$ cat config.mk
export PLATFORM = sky130hd
export DESIGN_NAME = ifu_fetch_flat
export DESIGN_NICKNAME = d
export VERILOG_FILES = /design/src/rtl/ifu_fetch_if.sv /design/src/rtl/ifu_fetch.sv /design/src/flat_wrapper.sv
export SDC_FILE = /design/constraint.sdc
export NUM_CORES = 1
export LEC_CHECK = 0
export ABC_AREA = 1
export ABC_CLOCK_PERIOD_IN_PS = 2000
export BUFFER_PORTS_ARGS = -buffer_cell sky130_fd_sc_hd__buf_2
export CAP_MARGIN = 0
export CORE_MARGIN = 1.5
export CORE_UTILIZATION = 51
export CTS_CLUSTER_SIZE = 12
export DETAILED_ROUTE_END_ITERATION = 8
export GPL_TIMING_DRIVEN = 0
export PLACE_DENSITY_LB_ADDON = 0.12
export SYNTH_ARGS = -nofsm -noshare
export SYNTH_HDL_FRONTEND = slang
export SYNTH_SLANG_ARGS = --single-unit
$ cat constraint.sdc
create_clock -name clk -period 2 [get_ports clk]
set_input_delay 0.2 -clock clk [delete_from_list [all_inputs] [get_ports clk]]
set_output_delay 0.2 -clock clk [all_outputs]
set_load 0.02 [all_outputs]
$ cat src/rtl/ifu_fetch_if.sv
// Fetch-unit signal bundle: instruction memory read port, decode handoff and retire/redirect feedback.
// master = the fetch unit, slave = the memory/decode/execute side that surrounds it.
interface ifu_fetch_if #(
  parameter int ISA_WIDTH = 32
);
  logic                 mem_req;
  logic [ISA_WIDTH-1:0] mem_addr;
  logic                 mem_ack;
  logic [ISA_WIDTH-1:0] mem_rdata;
  logic                 mem_err;
  logic [ISA_WIDTH-1:0] inst;
  logic [ISA_WIDTH-1:0] pc;
  logic                 inst_valid;
  logic                 inst_ready;
  logic [ISA_WIDTH-1:0] next_pc;
  logic                 next_pc_valid;
  logic                 fault;
  logic [31:0]          retire_cnt;

  modport master (
    output mem_req, mem_addr, inst, pc, inst_valid, fault, retire_cnt,
    input  mem_ack, mem_rdata, mem_err, inst_ready, next_pc, next_pc_valid
  );

  modport slave (
    input  mem_req, mem_addr, inst, pc, inst_valid, fault, retire_cnt,
    output mem_ack, mem_rdata, mem_err, inst_ready, next_pc, next_pc_valid
  );
endinterface

$ cat src/rtl/ifu_fetch.sv
// Single-outstanding instruction fetch unit: fetches at pc, hands the word to decode,
// then waits for the retiring instruction to supply the next pc.
//
// state   | meaning
// IDLE    | out of reset, fetch starts next cycle
// FETCH   | mem_req high at pc, waiting for mem_ack
// ISSUE   | inst/pc offered to decode, waiting for inst_ready
// WAIT_PC | decode took inst, waiting for next_pc_valid
// FAULT   | bus error or misaligned redirect; only rst leaves
module ifu_fetch #(
  parameter int                   ISA_WIDTH = 32,
  parameter logic [ISA_WIDTH-1:0] RESET_PC  = 32'h8000_0000
) (
  input  logic        clk,
  input  logic        rst,
  ifu_fetch_if.master bus
);

  typedef enum logic [2:0] {
    S_IDLE    = 3'd0,
    S_FETCH   = 3'd1,
    S_ISSUE   = 3'd2,
    S_WAIT_PC = 3'd3,
    S_FAULT   = 3'd4
  } state_t;

  state_t               r_state;
  state_t               w_state_nxt;
  logic [ISA_WIDTH-1:0] r_pc;
  logic [ISA_WIDTH-1:0] r_inst;
  logic [31:0]          r_retire_cnt;

  logic w_ack_ok;
  logic w_ack_err;
  logic w_pc_take;
  logic w_misaligned;
  logic w_mem_req;
  logic w_inst_valid;
  logic w_fault;

  assign w_ack_ok     = (r_state == S_FETCH) && bus.mem_ack && !bus.mem_err;
  assign w_ack_err    = (r_state == S_FETCH) && bus.mem_ack &&  bus.mem_err;
  // A redirect counts only when the current instruction has been (or is being) accepted.
  assign w_pc_take    = bus.next_pc_valid &&
                        (((r_state == S_ISSUE) && bus.inst_ready) || (r_state == S_WAIT_PC));
  assign w_misaligned = |bus.next_pc[1:0];

  always_ff @(posedge clk) begin
    if (rst) begin
      r_state <= S_IDLE;
    end else begin
      r_state <= w_state_nxt;
    end
  end

  always_comb begin
    w_state_nxt = r_state;
    case (r_state)
      S_IDLE: begin
        w_state_nxt = S_FETCH;
      end
      S_FETCH: begin
        if (w_ack_err) begin
          w_state_nxt = S_FAULT;
        end else if (w_ack_ok) begin
          w_state_nxt = S_ISSUE;
        end
      end
      S_ISSUE: begin
        if (bus.inst_ready) begin
          if (w_pc_take) begin
            w_state_nxt = w_misaligned ? S_FAULT : S_FETCH;
          end else begin
            w_state_nxt = S_WAIT_PC;
          end
        end
      end
      S_WAIT_PC: begin
        if (w_pc_take) begin
          w_state_nxt = w_misaligned ? S_FAULT : S_FETCH;
        end
      end
      S_FAULT: begin
        w_state_nxt = S_FAULT;
      end
      default: begin
        w_state_nxt = S_IDLE;
      end
    endcase
  end

  always_comb begin
    w_mem_req    = 1'b0;
    w_inst_valid = 1'b0;
    w_fault      = 1'b0;
    case (r_state)
      S_FETCH: w_mem_req    = 1'b1;
      S_ISSUE: w_inst_valid = 1'b1;
      S_FAULT: w_fault      = 1'b1;
      default: ;
    endcase
  end

  // pc is loaded even for a misaligned target so the faulting address stays visible.
  always_ff @(posedge clk) begin
    if (rst) begin
      r_pc         <= RESET_PC;
      r_inst       <= '0;
      r_retire_cnt <= '0;
    end else begin
      if (w_ack_ok) begin
        r_inst <= bus.mem_rdata;
      end
      if (w_pc_take) begin
        r_pc         <= bus.next_pc;
        r_retire_cnt <= r_retire_cnt + 32'd1;
      end
    end
  end

  assign bus.mem_req    = w_mem_req;
  assign bus.mem_addr   = r_pc;
  assign bus.inst       = r_inst;
  assign bus.pc         = r_pc;
  assign bus.inst_valid = w_inst_valid;
  assign bus.fault      = w_fault;
  assign bus.retire_cnt = r_retire_cnt;

endmodule

$ cat src/flat_wrapper.sv
// flat-port wrapper written by rule: the top's interface ports become plain ports
module ifu_fetch_flat 
#(
  parameter int                   ISA_WIDTH = 32,
  parameter logic [ISA_WIDTH-1:0] RESET_PC  = 32'h8000_0000
)
  (clk, rst, bus_mem_req, bus_mem_addr, bus_inst, bus_pc, bus_inst_valid, bus_fault, bus_retire_cnt, bus_mem_ack, bus_mem_rdata, bus_mem_err, bus_inst_ready, bus_next_pc, bus_next_pc_valid);
  ifu_fetch_if #(.ISA_WIDTH(ISA_WIDTH)) bus_i ();
  input  logic clk;
  input  logic rst;
  output wire logic [$bits(bus_i.mem_req)-1:0] bus_mem_req;
  output wire logic [$bits(bus_i.mem_addr)-1:0] bus_mem_addr;
  output wire logic [$bits(bus_i.inst)-1:0] bus_inst;
  output wire logic [$bits(bus_i.pc)-1:0] bus_pc;
  output wire logic [$bits(bus_i.inst_valid)-1:0] bus_inst_valid;
  output wire logic [$bits(bus_i.fault)-1:0] bus_fault;
  output wire logic [$bits(bus_i.retire_cnt)-1:0] bus_retire_cnt;
  input wire logic [$bits(bus_i.mem_ack)-1:0] bus_mem_ack;
  input wire logic [$bits(bus_i.mem_rdata)-1:0] bus_mem_rdata;
  input wire logic [$bits(bus_i.mem_err)-1:0] bus_mem_err;
  input wire logic [$bits(bus_i.inst_ready)-1:0] bus_inst_ready;
  input wire logic [$bits(bus_i.next_pc)-1:0] bus_next_pc;
  input wire logic [$bits(bus_i.next_pc_valid)-1:0] bus_next_pc_valid;
  assign bus_mem_req = bus_i.mem_req;
  assign bus_mem_addr = bus_i.mem_addr;
  assign bus_inst = bus_i.inst;
  assign bus_pc = bus_i.pc;
  assign bus_inst_valid = bus_i.inst_valid;
  assign bus_fault = bus_i.fault;
  assign bus_retire_cnt = bus_i.retire_cnt;
  assign bus_i.mem_ack = bus_mem_ack;
  assign bus_i.mem_rdata = bus_mem_rdata;
  assign bus_i.mem_err = bus_mem_err;
  assign bus_i.inst_ready = bus_inst_ready;
  assign bus_i.next_pc = bus_next_pc;
  assign bus_i.next_pc_valid = bus_next_pc_valid;
  ifu_fetch #(.ISA_WIDTH(ISA_WIDTH), .RESET_PC(RESET_PC)) u_core (.clk(clk), .rst(rst), .bus(bus_i));
endmodule
==> flow_summary.ini <==
[timing]
tightestPinTransition_ps = 555
relSlewSlack = 0.630
fin_crit_ps = 1770
fin_tns_setup_ps = 0
post-route-period-util = 0.884
drv_slew = 0
setup_violations = 0
hold_violations = 0
finClkSkew_ps = 17.7
fmaxAchievable_mhz = 565
setup_ws_ps = 231
rsz0062_at_grt = false
hold-worst-slack_ps = 56.0

[floorplanning]
chipWidth_um = 97.6
dieHeight_um = 97.6
io_pins = 201
coreArea_um2 = 8680
start_util = 0.526
rows = 34
fp.dieArea_um2 = 9520

[pwr]
powerDensity_nw_per_um2 = 878
power.leakage_nw = 2.88
power_w = 0.00517
peakVddDrop_mv = 0.470

[global_routing]
grt-busiest-layer = met2
grt_pass1_wl_um = 19500
grt_pass1_vias = 4262
grt_use_total = 0.249
grt_antenna_before_repair = 0
globalRouteOverflowTotal = 0
use_met3 = 0.0511
grt_util_met2 = 0.429
grt_use_met1 = 0.307
grt_start_max_net_pins = 19

[placed_design]
dp_worst_setup_slack_ps = 169
place_hpwl_um = 9520
gp_congestion = 0.860
place_inst = 964
numPortBuffers = 199

[finish]
mostFrequentLayoutCells = buf_2, nand2_1, nor2_1
drive_gt1_frac = 0.303
area_growth_pct = 29.0
multi_input_area_um2 = 1960
final_common_cell = buf_2
n_fill_cell = 796
seq_area_um2 = 1980
fin_cells = 980
antenna_cells = 0
nets = 938

[synth]
syn_area_per_cell_um2 = 6.94
syn_area_um2 = 4560
synthCells = 657
synth_top_flop_cell = dfxtp_1
yosys.area.top_type = dfxtp_1
ys_ff_latch = 99
async_reset_ff_frac = 0
ys_seq_area_frac = 0.434
synth.area.top_cells = dfxtp_1, nand2_1, nor2_1
synth_edf_count = 0
synth.distinct_cells = 34
synth_warnings = 0
synth_top_area_share = 0.434
synth_nets = 728

[clock_tree]
postCtsSetupBuffers = 0
clkTransAtPathRegs_ps = 100
cts-buffers-inserted = 9
ctsResizeCount = 0
cts_root_buf = clkbuf_8
htreeDepth = 3
clockBufferDepth = 2
cts_num_sinks = 99
clk_latency_ps = 370
cts_tree = built
cts_hold_buf = 0

[job]
maxCapViolCount = 0

[detailed_routing]
via_count = 4814
dr.pass1.iters = 5
wl_per_cell_um = 12.5
wirelength_um = 12300
antenna_left = 0
first_iter_violations = 223
drc = 0
vias_per_cell = 4.91

[setup_path]
cp_max_fo = 10
path_class = register to register
critPathCaptureType = register
arrival_ps = 2010
cp-start-kind = register
critical_path_required_ps = 2240

[min_path]
hold_class = input port to register

[status]
run_status = complete, no violations
-- state kept, by name, indices dropped and copies added (netlist names) --
signal                 count
u_core.bus.inst           32
u_core.bus.mem_addr       32
u_core.bus.retire_cnt     32
u_core.r_state             3
-- cell families (layout without fill, tap and decap cells) --
logic type,after synthesis,in the layout,share of synthesized area
AOI/OAI and AO/OA,136,136,0.152
xor gates and xnor gates,4,4,0.00768
adders and majority gates,1,1,0.00274
DFF,99,99,0.434
buffers and inverters,130,345,0.135
and+or+nand+nor,287,287,0.267
-- per-layer routing --
layer | vias to the layer above | wire [µm]
li1 | 2467 | -
met1 | 2135 | 5180
met2 | 189 | 5960
met3 | 23 | 845
met4 | 0 | 266
met5 | - | 0
-- per-stage QoR --
| step | instance area (µm²) | utilization |
|---|---|---|
| 2_1_floorplan | 4560 | - |
| 3_3_place_gp | 5690 | 0.656 |
| 3_5_place_dp | 5690 | 0.656 |
| 4_1_cts | 5880 | 0.678 |
| 5_1_grt | 5880 | 0.678 |
| 6_report | 5880 | 0.678 |
-- synthesized netlist by cell type, types with 2 or more instances --
library cell,count
inv_2,2
nor2_2,2
xor2_1,3
dfxtp_1,99
nor3_1,5
nor2_1,120
and3_1,3
nor2_8,2
buf_4,34
inv_1,69
nand2_1,122
o21ai_1,4
nand3_1,24
a21oi_1,58
clkbuf_1,22
o21ai_0,70
-- worst paths after layout --
kind | slack, ps | to | cells after the start | start
setup / recovery | 230 | u_core.bus.inst[24] | 7 | u_core.r_state[0]
hold / removal | 60 | u_core.bus.mem_addr[16] | 3 | bus_next_pc[16]
setup reg to reg | 230 | u_core.bus.inst[24] | 7 | u_core.r_state[0]
hold reg to reg | 450 | u_core.bus.inst[17] | 2 | u_core.bus.inst[17]
-- final cells by class --
class	count	area share
flip-flops and latches	99	0.337
multi-input cells	428	0.333
repair buffers	199	0.169
plain buffers	59	0.0598
inverters	71	0.0453
clock buffers	10	0.0234
well taps	108	0.0230
clock inverters	6	0.00893
-- worst max-delay path, cell delays in order (launching register included) --
cell and delay (ps):
dfxtp_1 310, buf_2 180, inv_1 140, nor3_4 200
nand3b_2 270, clkbuf_1 280, o21ai_0 210, a21oi_1 70
-- where the power goes --
group	switching (W)	internal [W]
clock	0.000733	0.000509
sequential	0.000144	0.00219
combinational	0.00102	0.000577
(Power assumes the default switching activity.)
